`src/rtl/instr_fetch_unit.sv`:
```
// Instruction fetch stage: owns the PC, issues word reads over a req/gnt + rvalid
// handshake, buffers responses in a prefetch FIFO and drives the IF/ID register.
module instr_fetch_unit #(
  parameter logic [31:0] RESET_PC   = 32'h0040_0000,
  parameter int unsigned FIFO_DEPTH = 4,
  parameter logic [31:0] NOP_INSTR  = 32'h0000_0013
) (
  input  logic        clk,
  input  logic        reset,
  output logic        imem_req_o,
  output logic [31:0] imem_addr_o,
  input  logic        imem_gnt_i,
  input  logic        imem_rvalid_i,
  input  logic [31:0] imem_rdata_i,
  input  logic        redirect_i,
  input  logic [31:0] redirect_pc_i,
  input  logic        stall_i,
  output logic        if_valid_o,
  output logic [31:0] if_pc_o,
  output logic [31:0] if_pc_plus_4_o,
  output logic [31:0] if_instr_o
);

  localparam int unsigned PTR_W = $clog2(FIFO_DEPTH);
  localparam int unsigned CNT_W = PTR_W + 1;
  localparam int unsigned SUM_W = CNT_W + 1;

  logic [31:0]      fetch_pc;
  logic [31:0]      resp_pc;
  logic [31:0]      fifo_pc    [FIFO_DEPTH];
  logic [31:0]      fifo_instr [FIFO_DEPTH];
  logic [PTR_W-1:0] wr_ptr;
  logic [PTR_W-1:0] rd_ptr;
  logic [CNT_W-1:0] count;
  logic [CNT_W-1:0] inflight;
  logic [CNT_W-1:0] discard;
  logic [CNT_W-1:0] inflight_next;
  logic [CNT_W-1:0] discard_next;
  logic [SUM_W-1:0] credit_used;
  logic             grant;
  logic             resp;
  logic             push;
  logic             pop;
  logic [31:0]      target_pc;

  // Credit-based request issue and response/discard accounting
  always_comb begin
    credit_used   = SUM_W'(count) + SUM_W'(inflight);
    imem_req_o    = !reset && !redirect_i && (credit_used < SUM_W'(FIFO_DEPTH));
    imem_addr_o   = fetch_pc;
    grant         = imem_req_o && imem_gnt_i;
    resp          = imem_rvalid_i && (inflight != '0);
    push          = resp && (discard == '0) && !redirect_i;
    pop           = !redirect_i && !stall_i && (count != '0);
    target_pc     = redirect_pc_i & ~32'h0000_0003;
    inflight_next = inflight + CNT_W'(grant) - CNT_W'(resp);
    discard_next  = discard;
    if (redirect_i) begin
      discard_next = inflight_next;
    end else if (resp && (discard != '0)) begin
      discard_next = discard - CNT_W'(1);
    end
  end

  // FIFO storage carries no reset; validity is tracked by count
  always_ff @(posedge clk) begin
    if (push) begin
      fifo_pc[wr_ptr]    <= resp_pc;
      fifo_instr[wr_ptr] <= imem_rdata_i;
    end
  end

  always_ff @(posedge clk) begin
    if (reset) begin
      fetch_pc       <= RESET_PC;
      resp_pc        <= RESET_PC;
      wr_ptr         <= '0;
      rd_ptr         <= '0;
      count          <= '0;
      inflight       <= '0;
      discard        <= '0;
      if_valid_o     <= 1'b0;
      if_pc_o        <= '0;
      if_pc_plus_4_o <= '0;
      if_instr_o     <= NOP_INSTR;
    end else begin
      inflight <= inflight_next;
      discard  <= discard_next;
      if (redirect_i) begin
        fetch_pc   <= target_pc;
        resp_pc    <= target_pc;
        wr_ptr     <= '0;
        rd_ptr     <= '0;
        count      <= '0;
        if_valid_o <= 1'b0;
        if_instr_o <= NOP_INSTR;
      end else begin
        if (grant) begin
          fetch_pc <= fetch_pc + 32'd4;
        end
        if (push) begin
          wr_ptr  <= wr_ptr + PTR_W'(1);
          resp_pc <= resp_pc + 32'd4;
        end
        // Stall holds every IF/ID field; otherwise pop or emit a bubble
        if (pop) begin
          rd_ptr         <= rd_ptr + PTR_W'(1);
          if_valid_o     <= 1'b1;
          if_pc_o        <= fifo_pc[rd_ptr];
          if_pc_plus_4_o <= fifo_pc[rd_ptr] + 32'd4;
          if_instr_o     <= fifo_instr[rd_ptr];
        end else if (!stall_i) begin
          if_valid_o <= 1'b0;
          if_instr_o <= NOP_INSTR;
        end
        count <= count + CNT_W'(push) - CNT_W'(pop);
      end
    end
  end

endmodule

```
`config.mk`:
```
export PLATFORM = sky130hd
export DESIGN_NAME = instr_fetch_unit
export DESIGN_NICKNAME = d
export VERILOG_FILES = /design/src/rtl/instr_fetch_unit.sv
export SDC_FILE = /design/constraint.sdc
export NUM_CORES = 1
export LEC_CHECK = 0
export BUFFER_PORTS_ARGS = -buffer_cell sky130_fd_sc_hd__buf_2
export CAP_MARGIN = 30
export CORE_MARGIN = 10
export CORE_UTILIZATION = 52
export CTS_CLUSTER_DIAMETER = 60
export CTS_CLUSTER_SIZE = 40
export DETAILED_ROUTE_END_ITERATION = 10
export GPL_ROUTABILITY_DRIVEN = 0
export PLACE_DENSITY_LB_ADDON = 0.2
export SETUP_SLACK_MARGIN = 0.4
export SYNTH_ARGS = -nofsm -noshare
export SYNTH_HDL_FRONTEND = slang
export SYNTH_SLANG_ARGS = --single-unit
```
`constraint.sdc`:
```
create_clock -name clk -period 3.1 [get_ports clk]
set_input_delay 0.31 -clock clk [delete_from_list [all_inputs] [get_ports clk]]
set_output_delay 0.31 -clock clk [all_outputs]
set_load 0.01 [all_outputs]
```
* Yosys cells after proc, flatten, opt, wreduce, memory -nomap -nowiden *
Memory sizes are Yosys's and may differ from the RTL's. A register that Yosys moved wholly into a read port is not among the register bits.
Cells that the tools add are included.

operators by class
  reduce and logical (&&, ||, !) cells = 21
  magnitude comparators = 1
  add/subtract/negate cells = 11
  mux-type cells = 16
  bitwise operators = 1
  eq/ne operators = 1

operators with widths
  cell                   count
  $mux 32                6
  $add 32x3->32 const B  3
  $logic_and 1x1->1      9
  $reduce_bool 3->1      3
  $mux 2                 4
  $add 3x1->3            2
  $mux 3                 2
  $reduce_bool 2->1      3
  $sub 3x1->3            2
  $add 2x1->2 const B    2
  $add 3x3->4            1
  $lt 4x3->1 const B     1
  $mux 1                 4
  $logic_not 1->1        3
  $logic_not 3->1        1
  $sub 3x1->3 const B    1
  $ne 2x1->1 const B     1
  $reduce_and 2->1       1
  $reduce_or 2->1        1
  $not 1->1              1

word-level totals
  flip-flop bits (word level) = 174
  bits in writable memories = 256
  word-level logic and storage cells = 66
  memories kept = 2
  bits of input ports = 70

memories
  name        depth  width  rd ports  clocked after Yosys merged registers in  write ports  line  RTL
  fifo_instr  4      32     1         1                                        1            31    logic [31:0] fifo_instr [FIFO_DEPTH];
  fifo_pc     4      32     1         1                                        1            30    logic [31:0] fifo_pc [FIFO_DEPTH];

* Depth between registers and ports, before layout *
  word-level depth = 7
  depth in mapped cells = 15

* Worst setup path after synthesis *
OpenSTA, ideal clock, no wires.

  kind = reg-to-reg
  from = register discard[0]
  to = memory fifo_instr[0][0] (enable)
  slack = -170 ps
  setup time = 427 ps
  stages on the path, launching flop included = 8
  data required time = 2673 ps
  arrival = 2843 ps
  cell sequence = dfxtp_1 > inv_1 > ha_1 > nor2b_1 > and3_1 > clkbuf_1 > buf_1 > and3_1

between the ends
  cells in the longest elaborated chain, start to end = 5

ends and longest elaborated chain
  element                         line  RTL
  start, declared                 36    logic [CNT_W-1:0] discard;
  start signal, assigned          88    discard <= discard_next;
  $logic_not 3->1                 53    push = resp && (discard == '0) && !redirect_i;
  $logic_and 1x1->1 (2 in a row)  53
  $mux 1                          67    if (push) begin
  $mux 1 (not written as such)    69    fifo_instr[wr_ptr] <= imem_rdata_i;
  end, declared                   31

Every way passes these cells.

* Worst setup path after layout *
  from = register count[2]
  to = register discard[2]

between the ends
  cells in the longest elaborated chain, start to end = 7

ends and longest elaborated chain
  element                 line  RTL
  start, declared         34    logic [CNT_W-1:0] count;
  start signal, assigned  116   count <= count + CNT_W'(push) - CNT_W'(pop);
  $add 3x3->4             48    credit_used = SUM_W'(count) + SUM_W'(inflight);
  $lt 4x3->1              49    imem_req_o = !reset && !redirect_i && (credit_used < SUM_W'(FIFO_DEPTH));
  $logic_and 1x1->1       49
  $logic_and 1x1->1       51    grant = imem_req_o && imem_gnt_i;
  $add 3x1->3             56    inflight_next = inflight + CNT_W'(grant) - CNT_W'(resp);
  $sub 3x1->3             56
  $mux 3                  58    if (redirect_i) begin

Every way passes these cells.
A chain may end at the register's enable or synchronous reset.

==> impl_metrics.json <==
{
  "power.internal_mw": 9.05,
  "drive_gt1_frac": 0.257,
  "worstSetupPathType": "reg2reg",
  "min_to": "fifo_instr[3][16]",
  "grt_pass1_wl_mm": 57.7,
  "drtAntennaViolNets": 0,
  "rr_endpoint": "discard[2]",
  "endpoint_kind": "register",
  "drt_first_iter_violations": 532,
  "synthTopCellsByArea": "edfxtp_1 44%, dfxtp_1 20%, mux4_2 7.5%",
  "path_clk_slew_ns": 0.07,
  "crit_arrival_ns": 3.14,
  "synth_area_per_cell_um2": 13.4,
  "synth_top_cell_area_share": 0.444,
  "r2r_slack_ns": 0.40,
  "coreArea_um2": 31700,
  "cts_tree": "done",
  "hold_depth": 1,
  "post-route-period-util": 0.870,
  "ios": 200,
  "wirelength_mm": 37.1,
  "root_buffer": "clkbuf_16",
  "grt.busiest_layer": "met2",
  "antenna_found_initial": 0,
  "synth_cells": 1251,
  "ys_seq_area_frac": 0.644,
  "switchingPower_mw": 3.01,
  "fin_worst_skew_ns": 0.00994,
  "n_fill_cell": 2506,
  "dieWidth_um": 200,
  "multi_input_area_um2": 5610,
  "path_max_fanout": 3,
  "yosysWarnings": 0,
  "final_nets": 1553,
  "ff2ff_path_depth": 11,
  "synthesis.area_um2": 16800,
  "layout.cells.non_filler": 1894,
  "tns_ns": 0,
  "via_per_inst": 5.59,
  "ys.flop_type": "edfxtp_1",
  "num_antenna_cells": 0,
  "fmax_mhz": 371,
  "hpwl_mm": 24.1,
  "synth_top_area_cell": "edfxtp_1",
  "die-height_um": 200,
  "met1_usage": 0.263,
  "slew_viol_final": 0,
  "min_from": "imem_rdata_i[16]",
  "post-place-cells": 1800,
  "worst_pin_slew_ns": 0.832,
  "initial_core_util": 0.529,
  "grt_max_degree": 114,
  "synth_edf_count": 248,
  "switching_share": 0.250,
  "clk-insertion-delay-late_ns": 0.52,
  "rsz0062_at_grt": "yes",
  "combPwrFrac": 0.101,
  "cts.sinks": 416,
  "grtUsageMet2": 0.283,
  "clkPwrFrac": 0.380,
  "crit_required_ns": 3.54,
  "cp-start-kind": "register",
  "peakVddDrop_v": 0.000343,
  "setup_viol": 0,
  "ys_types": 66,
  "port_buffers": 191,
  "seqPwrFrac": 0.520,
  "synth_commonest_cells": "248 x edfxtp_1, 168 x dfxtp_1, 123 x nand2_1",
  "finalHoldViolations": 0,
  "synth.most_common_cell": "edfxtp_1",
  "synth-async-reset-ratio": 0,
  "use_met3": 0.0390,
  "wire_per_inst_um": 19.6,
  "p_leak_nw": 6.98,
  "cts_buffers": 35,
  "maxCapViolCount": 0,
  "rows": 65,
  "ys_ff_latch": 416,
  "fp.dieArea_um2": 39800,
  "worstReg2RegStart": "count[2]",
  "grt_remaining_overflow": 0,
  "status": "complete, no violations",
  "hold_path.class": "in2reg",
  "area_delta_synth_final_pct": 18.0,
  "seqCellArea_um2": 10800,
  "slew_headroom": 0.446,
  "clk_path_buf_depth": 3,
  "grt_pass1_vias": 10508,
  "p_per_area_nw_per_um2": 609,
  "grt.total_usage": 0.183,
  "route.detailed.drc": 0,
  "cts_max_level": 2,
  "dr.pass1.iters": 5,
  "fin_crit_ns": 2.70,
  "vias": 10585
}
## flip-flops by register name (all words and copies together), names as in the netlist, named ones only
register and cells:
imem_addr_o 30, rd_ptr 2, if_instr_o 32, fifo_instr 128, resp_pc 30, count 3
if_valid_o 1, wr_ptr 2, fifo_pc 120, discard 3, if_pc_o 30, if_pc_plus_4_o 30
inflight 3
## cell usage in the layout, fill, tap and decap left out, types with 5 or more instances in the layout
cell type and instances:
a211oi_1 33, buf_2 190, and4_1 7, edfxtp_1 248, clkbuf_16 38, inv_1 25
nand4_1 24, a21boi_0 11, nor2_1 105, buf_4 26, inv_6 6, xor2_1 41
or3_1 6, dfxtp_4 6, nand3_1 25, mux4_2 56, dlygate4sd3_1 28, a31oi_1 12
ha_1 11, mux4_1 5, nand2_1 123, buf_12 5, a21oi_1 71, nor3_1 10
and2_1 8, conb_1 6, a22oi_1 30, xnor2_1 27, and3_1 18, o21ai_0 19
clkinv_8 5, dfxtp_1 162, nor4_1 9
## layer usage
layer	share of wire	wire, um
met5	0	0
met4	0.013	466
met3	0.067	2480
met2	0.46	16900
met1	0.46	17200
## power groups by stage
| stage | clock, mW | combinational [mW] | sequential, mW |
|---|---|---|---|
| detailed placement | 0 | 1.16 | 6.39 |
| CTS | 4.69 | 1.19 | 6.26 |
| finish | 4.58 | 1.21 | 6.27 |
| floorplan | 0 | 0.782 | 6.37 |
| global placement | 0 | 1.13 | 6.37 |
| global route | 4.90 | 1.34 | 6.30 |
## how the worst max path moves through the flow
| stage | start | endpoint | slack (ns) | depth (start not counted) |
|---|---|---|---|---|
| floorplan | count[2] | discard[2] | 0.30 | 12 |
| global placement | count[2] | discard[2] | 0.52 | 11 |
| finish | count[2] | discard[2] | 0.40 | 11 |
| detailed placement | count[2] | discard[2] | 0.48 | 11 |
| CTS | count[2] | discard[2] | 0.47 | 11 |
| global route | count[2] | discard[2] | 0.30 | 11 |
## worst max-delay path, stage by stage, from the launching register on
cell	delay, ns
dfxtp_4	0.36
ha_4	0.23
a311o_1	0.32
nor4_4	0.25
inv_2	0.09
ha_4	0.27
inv_2	0.04
ha_4	0.15
fa_2	0.37
xnor2_2	0.16
xnor2_2	0.15
a211oi_2	0.23
## cell type report
class                   instances  area share
inverters                      28     0.00543
flip-flops and latches        416       0.547
well taps                     402      0.0254
clock buffers                  38      0.0480
clock inverters                25      0.0137
multi-input cells             736       0.283
repair buffers                249      0.0771
## per-stage QoR
step / utilization / cell area (um^2) / hold WS, ns / total power, mW / worst slack, ns
floorplan: - / 16900 / 0.409 / 7.15 / 0.302
global placement: 0.575 / 18200 / 0.438 / 7.51 / 0.524
detailed placement: 0.575 / 18200 / 0.445 / 7.55 / 0.477
CTS: 0.622 / 19700 / 0.00198 / 12.1 / 0.471
global route: 0.624 / 19800 / 0.00816 / 12.5 / 0.296
finish: 0.624 / 19800 / 0.0232 / 12.1 / 0.402
## cell families after synthesis
family	share of synthesized area
compound gates	0.0781
xor+xnor	0.0365
fa+ha+maj	0.0136
buf+inv	0.0275
flops	0.644
mux	0.0874
other cells	0.000224
simple gates	0.112
## repair_timing
item | CTS | global route
buffers inserted | 0 | 3
hold endpoints to repair | 112 | 0
hold buffers | 28 | 0
endpoints found under the setup margin | 0 | 2
resized for setup | 0 | 10
No activity file was read; power rests on OpenSTA's default activity.
